===== config.mk =====
export PLATFORM = sky130hd
export DESIGN_NAME = pong_game_ctrl_flat
export DESIGN_NICKNAME = d
export VERILOG_FILES = /design/src/rtl/pong_game_ctrl_if.sv /design/src/rtl/pong_game_ctrl.sv /design/src/flat_wrapper.sv
export SDC_FILE = /design/constraint.sdc
export NUM_CORES = 1
export LEC_CHECK = 0
export BUFFER_PORTS_ARGS = -buffer_cell sky130_fd_sc_hd__clkbuf_2
export CAP_MARGIN = 20
export CORE_UTILIZATION = 61
export DETAILED_ROUTE_END_ITERATION = 12
export GPL_TIMING_DRIVEN = 0
export PLACE_DENSITY_LB_ADDON = 0.12
export SYNTH_ARGS = -nofsm -noshare
export SYNTH_HDL_FRONTEND = slang
export SYNTH_SLANG_ARGS = --single-unit
export TNS_END_PERCENT = 10

===== constraint.sdc =====
create_clock -name clk -period 4.16 [get_ports clk]
set_input_delay 0.416 -clock clk [delete_from_list [all_inputs] [get_ports clk]]
set_output_delay 0.416 -clock clk [all_outputs]
set_load 0.01 [all_outputs]

===== src/rtl/pong_game_ctrl_if.sv =====
// Pong controller bus: the tick strobe and player controls in, game state out.
// The master modport drives the controls. The slave modport is the controller.
interface pong_game_ctrl_if;
  logic       tick;
  logic       start;
  logic       p1_up;
  logic       p1_down;
  logic       p2_up;
  logic       p2_down;
  logic [9:0] ballx;
  logic [9:0] bally;
  logic [9:0] p1;
  logic [9:0] p2;
  logic [3:0] score1;
  logic [3:0] score2;
  logic [2:0] state;
  logic       game_over;

  modport master (
    output tick, start, p1_up, p1_down, p2_up, p2_down,
    input  ballx, bally, p1, p2, score1, score2, state, game_over
  );

  modport slave (
    input  tick, start, p1_up, p1_down, p2_up, p2_down,
    output ballx, bally, p1, p2, score1, score2, state, game_over
  );
endinterface


===== src/rtl/pong_game_ctrl.sv =====
// Pong game-state sequencer. It owns the ball position and direction, both
// paddles and both scores. It runs the serve delay, wall bounce, paddle hit,
// miss/score and game-over sequence. State advances only on cycles where tick=1.
// Optional feature: define PONG_CPU_P2_EN to let P2 track the ball by itself.
// In that build p2_up/p2_down are ignored.
module pong_game_ctrl #(
  parameter int SCREEN_W    = 640,
  parameter int SCREEN_H    = 480,
  parameter int BALL_SIZE   = 8,
  parameter int PADDLE_H    = 64,
  parameter int PADDLE_W    = 8,
  parameter int PADDLE_X1   = 16,
  parameter int PADDLE_X2   = 616,
  parameter int PADDLE_STEP = 4,
  parameter int BALL_SPEED  = 2,
  parameter int SERVE_TICKS = 30,
  parameter int WIN_SCORE   = 7
) (
  input  logic            clk,
  input  logic            reset,
  pong_game_ctrl_if.slave bus
);

  typedef enum logic [2:0] {
    IDLE  = 3'd0,
    SERVE = 3'd1,
    PLAY  = 3'd2,
    SCORE = 3'd3,
    OVER  = 3'd4
  } state_t;

  localparam int CNT_W = $clog2(SERVE_TICKS);

  localparam logic [9:0]        BALL_CX   = 10'((SCREEN_W - BALL_SIZE) / 2);
  localparam logic [9:0]        BALL_CY   = 10'((SCREEN_H - BALL_SIZE) / 2);
  localparam logic [9:0]        PAD_START = 10'((SCREEN_H - PADDLE_H) / 2);
  localparam logic [9:0]        PAD_MAX   = 10'(SCREEN_H - PADDLE_H);
  localparam logic [9:0]        PAD_STEP  = 10'(PADDLE_STEP);
  localparam logic [3:0]        WIN       = 4'(WIN_SCORE);
  localparam logic [CNT_W-1:0]  CNT_LAST  = CNT_W'(SERVE_TICKS - 1);

  // Ball arithmetic is done in 11-bit signed so a step past either edge
  // shows up as a real out-of-range value instead of wrapping.
  localparam logic signed [10:0] SPD      = 11'(BALL_SPEED);
  localparam logic signed [10:0] Y_MAX    = 11'(SCREEN_H - BALL_SIZE);
  localparam logic signed [10:0] X_MAX    = 11'(SCREEN_W - BALL_SIZE);
  localparam logic signed [10:0] X_HIT_L  = 11'(PADDLE_X1 + PADDLE_W);
  localparam logic signed [10:0] X_HIT_R  = 11'(PADDLE_X2 - BALL_SIZE);

  state_t           state_q;
  logic [9:0]       ballx_q, bally_q, p1_q, p2_q;
  logic [3:0]       score1_q, score2_q;
  logic             dx_pos_q, dy_pos_q;   // 1 = moving right / down
  logic             left_miss_q;          // last point was conceded by P1
  logic             game_over_q;
  logic [CNT_W-1:0] serve_cnt_q;

  logic [9:0]         p1_next, p2_next;
  logic               p2_up_eff, p2_dn_eff;
  logic signed [10:0] nx, ny;
  logic [10:0]        by_ext;
  logic               ov1, ov2;
  logic [9:0]         play_x, play_y;
  logic               play_dx, play_dy, miss_left, miss_right;

  // Saturating paddle move; pressing both directions holds the paddle.
  function automatic logic [9:0] paddle_step(input logic [9:0] p,
                                             input logic up,
                                             input logic down);
    paddle_step = p;
    if (up && !down)
      paddle_step = (p >= PAD_STEP) ? p - PAD_STEP : 10'd0;
    else if (down && !up)
      paddle_step = (p + PAD_STEP >= PAD_MAX) ? PAD_MAX : p + PAD_STEP;
  endfunction

`ifdef PONG_CPU_P2_EN
  logic [10:0] ball_mid, p2_mid;
  assign ball_mid  = {1'b0, bally_q} + 11'(BALL_SIZE / 2);
  assign p2_mid    = {1'b0, p2_q} + 11'(PADDLE_H / 2);
  assign p2_up_eff = ball_mid < p2_mid;
  assign p2_dn_eff = ball_mid > p2_mid;
`else
  assign p2_up_eff = bus.p2_up;
  assign p2_dn_eff = bus.p2_down;
`endif

  assign p1_next = paddle_step(p1_q, bus.p1_up, bus.p1_down);
  assign p2_next = paddle_step(p2_q, p2_up_eff, p2_dn_eff);

  // Candidate ball position, direction and miss flags for one PLAY tick.
  always_comb begin
    // NOTE: every output of this block gets a default before any branch. Otherwise synthesis infers a latch.
    nx         = $signed({1'b0, ballx_q}) + (dx_pos_q ? SPD : -SPD);
    ny         = $signed({1'b0, bally_q}) + (dy_pos_q ? SPD : -SPD);
    by_ext     = {1'b0, bally_q};
    ov1        = (by_ext + 11'(BALL_SIZE) > {1'b0, p1_q}) &&
                 (by_ext < {1'b0, p1_q} + 11'(PADDLE_H));
    ov2        = (by_ext + 11'(BALL_SIZE) > {1'b0, p2_q}) &&
                 (by_ext < {1'b0, p2_q} + 11'(PADDLE_H));
    play_y     = ny[9:0];
    play_dy    = dy_pos_q;
    play_x     = nx[9:0];
    play_dx    = dx_pos_q;
    miss_left  = 1'b0;
    miss_right = 1'b0;

    if (ny <= 11'sd0) begin
      play_y  = 10'd0;
      play_dy = 1'b1;
    end else if (ny >= Y_MAX) begin
      play_y  = Y_MAX[9:0];
      play_dy = 1'b0;
    end

    // A paddle hit takes priority over a miss on the same side.
    if (!dx_pos_q && nx <= X_HIT_L && ov1) begin
      play_x  = X_HIT_L[9:0];
      play_dx = 1'b1;
    end else if (dx_pos_q && nx >= X_HIT_R && ov2) begin
      play_x  = X_HIT_R[9:0];
      play_dx = 1'b0;
    end else if (nx <= 11'sd0) begin
      play_x    = 10'd0;
      miss_left = 1'b1;
    end else if (nx >= X_MAX) begin
      play_x     = X_MAX[9:0];
      miss_right = 1'b1;
    end
  end

  // Game FSM: all game state and registered outputs change only on tick.
  always_ff @(posedge clk or posedge reset) begin
    if (reset) begin
      state_q     <= IDLE;
      ballx_q     <= BALL_CX;
      bally_q     <= BALL_CY;
      p1_q        <= PAD_START;
      p2_q        <= PAD_START;
      score1_q    <= 4'd0;
      score2_q    <= 4'd0;
      dx_pos_q    <= 1'b1;
      dy_pos_q    <= 1'b1;
      left_miss_q <= 1'b0;
      game_over_q <= 1'b0;
      serve_cnt_q <= '0;
    end else if (bus.tick) begin
      // NOTE: state registers use non-blocking assignment, so every branch reads the values from before this edge.
      case (state_q)
        IDLE: begin
          if (bus.start) begin
            state_q     <= SERVE;
            serve_cnt_q <= '0;
          end
        end

        SERVE: begin
          p1_q    <= p1_next;
          p2_q    <= p2_next;
          ballx_q <= BALL_CX;
          bally_q <= BALL_CY;
          if (serve_cnt_q == CNT_LAST) begin
            state_q <= PLAY;
          end else begin
            serve_cnt_q <= serve_cnt_q + 1'b1;
          end
        end

        PLAY: begin
          p1_q     <= p1_next;
          p2_q     <= p2_next;
          ballx_q  <= play_x;
          bally_q  <= play_y;
          dx_pos_q <= play_dx;
          dy_pos_q <= play_dy;
          if (miss_left) begin
            if (score2_q < WIN) score2_q <= score2_q + 1'b1;
            left_miss_q <= 1'b1;
            state_q     <= SCORE;
          end else if (miss_right) begin
            if (score1_q < WIN) score1_q <= score1_q + 1'b1;
            left_miss_q <= 1'b0;
            state_q     <= SCORE;
          end
        end

        SCORE: begin
          ballx_q  <= BALL_CX;
          bally_q  <= BALL_CY;
          // Serve toward the player who just conceded.
          dx_pos_q <= !left_miss_q;
          if (score1_q == WIN || score2_q == WIN) begin
            state_q     <= OVER;
            game_over_q <= 1'b1;
          end else begin
            state_q     <= SERVE;
            serve_cnt_q <= '0;
          end
        end

        OVER: begin
          if (bus.start) begin
            score1_q    <= 4'd0;
            score2_q    <= 4'd0;
            ballx_q     <= BALL_CX;
            bally_q     <= BALL_CY;
            game_over_q <= 1'b0;
            serve_cnt_q <= '0;
            state_q     <= SERVE;
          end
        end

        default: state_q <= IDLE;
      endcase
    end
  end

  assign bus.ballx     = ballx_q;
  assign bus.bally     = bally_q;
  assign bus.p1        = p1_q;
  assign bus.p2        = p2_q;
  assign bus.score1    = score1_q;
  assign bus.score2    = score2_q;
  assign bus.state     = state_q;
  assign bus.game_over = game_over_q;

endmodule

===== src/flat_wrapper.sv =====
// flat-port wrapper written by rule: the top's interface ports become plain ports
module pong_game_ctrl_flat 
#(
  parameter int SCREEN_W    = 640,
  parameter int SCREEN_H    = 480,
  parameter int BALL_SIZE   = 8,
  parameter int PADDLE_H    = 64,
  parameter int PADDLE_W    = 8,
  parameter int PADDLE_X1   = 16,
  parameter int PADDLE_X2   = 616,
  parameter int PADDLE_STEP = 4,
  parameter int BALL_SPEED  = 2,
  parameter int SERVE_TICKS = 30,
  parameter int WIN_SCORE   = 7
)
  (clk, reset, bus_tick, bus_start, bus_p1_up, bus_p1_down, bus_p2_up, bus_p2_down, bus_ballx, bus_bally, bus_p1, bus_p2, bus_score1, bus_score2, bus_state, bus_game_over);
  pong_game_ctrl_if bus_i ();
  input  logic clk;
  input  logic reset;
  input wire logic [$bits(bus_i.tick)-1:0] bus_tick;
  input wire logic [$bits(bus_i.start)-1:0] bus_start;
  input wire logic [$bits(bus_i.p1_up)-1:0] bus_p1_up;
  input wire logic [$bits(bus_i.p1_down)-1:0] bus_p1_down;
  input wire logic [$bits(bus_i.p2_up)-1:0] bus_p2_up;
  input wire logic [$bits(bus_i.p2_down)-1:0] bus_p2_down;
  output wire logic [$bits(bus_i.ballx)-1:0] bus_ballx;
  output wire logic [$bits(bus_i.bally)-1:0] bus_bally;
  output wire logic [$bits(bus_i.p1)-1:0] bus_p1;
  output wire logic [$bits(bus_i.p2)-1:0] bus_p2;
  output wire logic [$bits(bus_i.score1)-1:0] bus_score1;
  output wire logic [$bits(bus_i.score2)-1:0] bus_score2;
  output wire logic [$bits(bus_i.state)-1:0] bus_state;
  output wire logic [$bits(bus_i.game_over)-1:0] bus_game_over;
  assign bus_i.tick = bus_tick;
  assign bus_i.start = bus_start;
  assign bus_i.p1_up = bus_p1_up;
  assign bus_i.p1_down = bus_p1_down;
  assign bus_i.p2_up = bus_p2_up;
  assign bus_i.p2_down = bus_p2_down;
  assign bus_ballx = bus_i.ballx;
  assign bus_bally = bus_i.bally;
  assign bus_p1 = bus_i.p1;
  assign bus_p2 = bus_i.p2;
  assign bus_score1 = bus_i.score1;
  assign bus_score2 = bus_i.score2;
  assign bus_state = bus_i.state;
  assign bus_game_over = bus_i.game_over;
  pong_game_ctrl #(.SCREEN_W(SCREEN_W), .SCREEN_H(SCREEN_H), .BALL_SIZE(BALL_SIZE), .PADDLE_H(PADDLE_H), .PADDLE_W(PADDLE_W), .PADDLE_X1(PADDLE_X1), .PADDLE_X2(PADDLE_X2), .PADDLE_STEP(PADDLE_STEP), .BALL_SPEED(BALL_SPEED), .SERVE_TICKS(SERVE_TICKS), .WIN_SCORE(WIN_SCORE)) u_core (.clk(clk), .reset(reset), .bus(bus_i));
endmodule

* Word-level counts from Yosys, hierarchy flattened
Index checks and enable logic that the tools add are counted.
** Cells by class
- Add/subtract/negate cells :: 12
- Multiply operators :: 0
- Divide/modulo/power cells :: 0
- Magnitude comparators :: 16
- Equality and inequality tests :: 20
- Shifts and indexed selects :: 0
- Mux-type cells :: 55
- Bitwise logic cells :: 0
- Reductions and logical operators :: 41
** Operators with widths (number)
- $mux 10 :: 16
- $pmux 10 s3 :: 2
- $mux 4 :: 6
- $add 10x7->11 const B :: 2
- $add 11x11->11 :: 2
- $ge 11x11->1 const B :: 2
- $gt 11x10->1 :: 2
- $le 11x1->1 const B :: 2
- $lt 10x11->1 :: 2
- $mux 11 :: 2
- $add 10x3->10 const B :: 2
- $ge 10x3->1 const B :: 2
- $ge 10x9->1 const B :: 2
- $sub 10x3->10 const B :: 2
- $reduce_and 3->1 :: 6
- $pmux 4 s2 :: 2
- $mux 1 :: 15
- $mux 3 :: 5
- $mux 5 :: 3
- $pmux 5 s3 :: 1
- $ne 2x1->1 const B :: 7
- $reduce_bool 2->1 :: 7
- $pmux 3 s4 :: 1
- $add 10x4->11 const B :: 1
- other kinds (22) :: 50
** Storage, ports and cells
- Bits in registers :: 60
- Latch bits :: 0
- Bits in writable memories :: 0
- Bits in read-only memories :: 0
- Input bits :: 8
- Memories :: 0

* Depth between registers and ports, before layout
- Word-level depth :: 10
- Mapped depth :: 12
- Depth with buffers taken out :: 12

* Least setup slack after synthesis
Ideal clock, no wire load.
- Path kind :: reg-to-reg
- Start point :: register u_core.bally_q[3] (netlist: u_core.bus.bally[3])
- End point :: register u_core.score1_q[0] (netlist: u_core.bus.score1[0])
- Library setup time :: 0.125 ns
- Data arrival time :: 3.022 ns
- Path slack :: 1.012 ns
- Cell stages (with the launch flop) :: 13
- Buffers on the path :: 0
- Clock period less this slack :: 3.148 ns
- Cells stage by stage :: dfstp_2 > ha_1 > and3_1 > nand3_1 > xnor2_1 > ha_1 > and3_1 > and4b_1 > a211oi_1 > o221ai_1 > o2111a_2 > o21ai_2 > mux2_4
** Between the ends
- Cells in the longest elaborated chain, start to end :: 8
** Ends and longest elaborated chain
- start: declaration :: RTL line pong_game_ctrl.sv:51 : logic [9:0] ballx_q, bally_q, p1_q, p2_q;
- start signal: assignment :: RTL line pong_game_ctrl.sv:173 : bally_q <= play_y;
- $add 10x4->11 :: RTL line pong_game_ctrl.sv:97, pong_game_ctrl.sv:99
- $gt 11x10->1 :: RTL line pong_game_ctrl.sv:99 : ov2 = (by_ext + 11'(BALL_SIZE) > {1'b0, p2_q}) &&
- $logic_and 1x1->1 :: RTL line pong_game_ctrl.sv:99
- $logic_and 1x1->1 :: RTL line pong_game_ctrl.sv:120 : end else if (dx_pos_q && nx >= X_HIT_R && ov2) begin
- $mux 1 :: RTL line pong_game_ctrl.sv:120
- $mux 1 :: RTL line pong_game_ctrl.sv:117 : if (!dx_pos_q && nx <= X_HIT_L && ov1) begin
- $ne 2x2->1 (no source line) / $ne 2x1->1 (equally long branches)
- $reduce_and 6->1 (no source line) *
- end signal: assignment :: RTL line pong_game_ctrl.sv:181 : if (score1_q < WIN) score1_q <= score1_q + 1'b1;
- end: declaration :: RTL line pong_game_ctrl.sv:52 : logic [3:0] score1_q, score2_q;
Mark *: on every way between the ends. The rest lies on a longest branch, timed or not.
A chain may end at the register's enable or synchronous reset.

* Worst setup path in the final report
- Start point :: register u_core.dx_pos_q
- End point :: register u_core.score1_q[0] (netlist: u_core.bus.score1[0])
** Between the ends
- Cells in the longest elaborated chain, start to end :: 9
** Ends and longest elaborated chain
- start: declaration :: RTL line pong_game_ctrl.sv:53 : logic dx_pos_q, dy_pos_q;
- start signal: assignment :: RTL line pong_game_ctrl.sv:174 : dx_pos_q <= play_dx;
- start signal: assignment :: RTL line pong_game_ctrl.sv:191 : dx_pos_q <= !left_miss_q;
- $mux 11 :: RTL line pong_game_ctrl.sv:94 : nx = $signed({1'b0, ballx_q}) + (dx_pos_q ? SPD : -SPD);
- $add 11x11->11 :: RTL line pong_game_ctrl.sv:94
- $ge 11x11->1, on equally long branches :: RTL line pong_game_ctrl.sv:126, pong_game_ctrl.sv:120
- $mux 1 / $logic_and 1x1->1 (equally long branches) :: RTL line pong_game_ctrl.sv:126, pong_game_ctrl.sv:120
- $mux 1 / $logic_and 1x1->1 (equally long branches) :: RTL line pong_game_ctrl.sv:123, pong_game_ctrl.sv:120
- $mux 1 :: RTL line pong_game_ctrl.sv:120
- $mux 1 :: RTL line pong_game_ctrl.sv:117
- $ne 2x1->1 (no source line) / $ne 2x2->1 (equally long branches)
- $reduce_and 6->1 (no source line) *
Marks and branches as above.

==> run_results.csv <==
group,metric,value,unit
timing,maxSlewHeadroom,45.5,%
cells_and_area,drive_above_1_share,15.3,%
setup_path,max_stage_delay,0.60,ns
place,dp_hpwl,10400,µm
logic_synthesis,ys_types,83,
routing,ant_nets,0,
logic_synthesis,synth_top_area_cell,"dfrtp_1",
die,start_util,62.9,%
grt,grt_usage,28.9,%
place,port_buffers,52,
cells_and_area,utilization,69.0,%
logic_synthesis,synthCells,646,
place,gp_congestion,0.934,
timing,finalSetupTns,0,ns
logic_synthesis,synthTopCellsByArea,"dfrtp_1, ha_1, dfstp_2, nand2_1, a21oi_1",
die,rows,34,
pwr,p_leak,2.80,nW
setup_path,crit_slowest_cell,"dfstp_2",
grt,grt_use_met2,49.7,%
die,dieArea,9370,µm²
logic_synthesis,synth_common_cells,"ha_1, nand2_1, inv_1",
timing,min_period_over_period,85.0,%
outcome,outcome,"finished, final reports clean",
grt,grt_pass1_vias,4990,
pwr,ir_drop,261,µV
clock_network,hold_buffers,0,
timing,rsz0062_at_grt,"no",
setup_path,cp_num_buf_inv,1,
routing,vias,5268,
setup_path,crit_start,"u_core.dx_pos_q$_DFFE_PP1P_",
clock_network,htree_num_levels,2,
flow_run,cap_viol_max_count,0,
clock_network,clock_path_buffers,2,
setup_path,setup.worst_path.start_class,"flip-flop",
logic_synthesis,synth_top_area_share,16.4,%
clock_network,clock_latency,0.33,ns
grt,use_met1,37.5,%
clock_network,post_cts_buffers,0,
grt,grt.busiest_layer,"met2",
setup_path,cp-end-kind,"flip-flop",
timing,fin_crit,3.54,ns
timing,drv_slew,0,
cells_and_area,num_antenna_cells,0,
timing,fmax,0.283,GHz
setup_path,r2r_start,"u_core.dx_pos_q$_DFFE_PP1P_",
worst_hold_path,hold_class,"input port to asynchronous set/reset pin",
setup_path,path_cells,"inv_1 -> ha_1 -> a21oi_1 -> o31ai_2 -> a221o_2 -> xnor2_4 -> o2111a_2 -> o21ai_2 -> mux2_4",
setup_path,worst_ep_required_time,4.39,ns
setup_path,crit_arrival,3.76,ns
grt,met3_usage,3.47,%
clock_network,clk_pin_slew,0.11,ns
logic_synthesis,synth_edf_count,0,
grt,grt.overflow.total,0,
clock_network,cts_buffers,5,
cells_and_area,nets,785,
die,core_area,8720,µm²
logic_synthesis,synth_flop_cell,"dfrtp_1",
routing,drt-pass1-iter-count,4,
pwr,powerDensity,462,nW/µm²
clock_network,root_buffer,"clkbuf_8",
setup_path,critPathTopFamily,"compound AO/OA/AOI/OAI gates",
logic_synthesis,synth_area,5480,µm²
grt,grt_antenna_before_repair,0,
timing,final.setup_skew,0.0113,ns
routing,drc,0,
logic_synthesis,avgSynthCellArea,8.49,µm²
setup_path,path_class,"flip-flop to flip-flop",
routing,routed_wl,13500,µm
logic_synthesis,yosysWarnings,0,
logic_synthesis,synth_most_common_cell,"ha_1",
logic_synthesis,async_flop_share,100,%
clock_network,cts.sinks,54,
logic_synthesis,synth-seq-cells,54,
grt,grt_max_degree,30,
routing,first_iter_violations,294,
timing,tightestPinTransition,0.808,ns
cells_and_area,area_delta_synth_final,9.65,%
pwr,power.total,0.00278,W
routing,via_per_inst,6.42,
timing,final-hold-violation-count,0,
die,die_y,96.8,µm
place,placed_area,5920,µm²
timing,whs,0.159,ns
setup_path,crit_fanout,11,
grt,grt_pass1_wl,22700,µm
die,pin_count,60,
logic_synthesis,seq_area_frac_synth,25.1,%
clock_network,cts_tree,"done",
clock_network,cts_resized,0,
routing,wl_per_cell,16.5,µm
cells_and_area,final_area,6010,µm²
die,die_w,96.8,µm
timing,setup_viol,0,
cell usage in the layout (no fill, tap or decap), types with 6 or more instances in the layout:
cell / netlist / routed
ha_1: 64 / 64
nand2_1: 53 / 53
clkbuf_2: 0 / 52
inv_1: 42 / 41
nor2_1: 37 / 37
dfrtp_1: 36 / 36
a21oi_1: 34 / 34
o21ai_0: 34 / 34
nand3_1: 23 / 23
a21o_1: 19 / 19
xnor2_1: 19 / 19
dfstp_2: 18 / 18
clkbuf_1: 16 / 16
o21ai_1: 14 / 14
nor3_1: 14 / 14
nor2b_1: 12 / 12
o22ai_1: 11 / 11
a31oi_1: 10 / 10
nand4_1: 10 / 10
o31ai_1: 10 / 10
a211oi_1: 9 / 9
and3_1: 9 / 9
o211ai_1: 9 / 9
nand2b_1: 8 / 8
and2_1: 8 / 8
nor3b_1: 6 / 6
o21a_1: 6 / 6
mux2i_1: 6 / 6
buf_4: 6 / 6
conb_1: 1 / 6
final timing paths:
check                      cells past startpoint  slack (ns)                                 to
min                                            2        0.16  u_core.serve_cnt_q[4]$_DFFE_PP0P_
max in group asynchronous                      3        3.34       u_core.bus.p2[6]$_DFFE_PP1P_
max                                            9        0.62   u_core.bus.score1[0]$_DFFE_PP0P_
max reg2reg                                    9        0.62   u_core.bus.score1[0]$_DFFE_PP0P_
min reg2reg                                    1        0.49   u_core.bus.game_over$_DFFE_PP0P_
min in group clk                               1        0.49   u_core.bus.game_over$_DFFE_PP0P_
where the power goes:
| group | leakage [nW] | internal [W] | switching [W] |
|---|---|---|---|
| logic | 2.10 | 0.000679 | 0.000976 |
| registers | 0.657 | 0.000638 | 0.000159 |
| clock network | 0.0491 | 0.000125 | 0.000204 |
cell type report:
type	instances	area, µm²
Inverter	42	158
Sequential cell	54	1370
Timing Repair Buffer	53	280
Tap cell	108	135
Multi-Input combinational cell	532	3850
Buffer	23	116
Fill cell	701	2710
Clock buffer	5	68.8
Clock inverter	3	26.3
registers in the layout, summed over array words and instances, names as in the netlist:
name and count:
u_core.bus.ballx 9, u_core.bus.bally 9, u_core.bus.p1 8, u_core.bus.p2 8, u_core.serve_cnt_q 5, u_core.bus.score1 4
u_core.bus.score2 4, u_core.bus.state 3, u_core.bus.game_over 1, u_core.dx_pos_q 1, u_core.dy_pos_q 1, u_core.left_miss_q 1
logic make-up (layout without fill, tap and decap cells):
logic type | Yosys count | in the layout | share of synthesized area [%]
XOR/XNOR | 25 | 25 | 4.33
multiplexers | 7 | 7 | 1.37
adder cells (fa/ha/maj) | 66 | 66 | 15.3
buffers and inverters | 65 | 126 | 5.00
AO/OA/AOI/OAI | 222 | 222 | 29.2
other | 1 | 6 | 0.0684
flip-flops | 54 | 54 | 25.1
AND/OR/NAND/NOR | 206 | 206 | 19.6
metal layers:
layer	vias to the layer above	share of wire, %
li1	2574	-
met1	2510	43
met2	163	50
met3	21	4.9
met4	0	1.8
met5	-	0
per-stage QoR:
| step | setup WS, ns | cells |
|---|---|---|
| after detailed placement | 0.630 | 812 |
| after floorplan | 1.01 | 651 |
| after global placement | 0.672 | 811 |
| after CTS | 0.614 | 820 |
| after global routing | 0.316 | 820 |
| final | 0.622 | 820 |
worst reg2reg max path: stages, from the launching register on:
cell,delay [ns]
dfstp_2,0.60
inv_1,0.27
ha_1,0.48
a21oi_1,0.40
o31ai_2,0.18
a221o_2,0.44
xnor2_4,0.32
o2111a_2,0.34
o21ai_2,0.12
mux2_4,0.31
No activity file was read; power rests on OpenSTA's default activity.
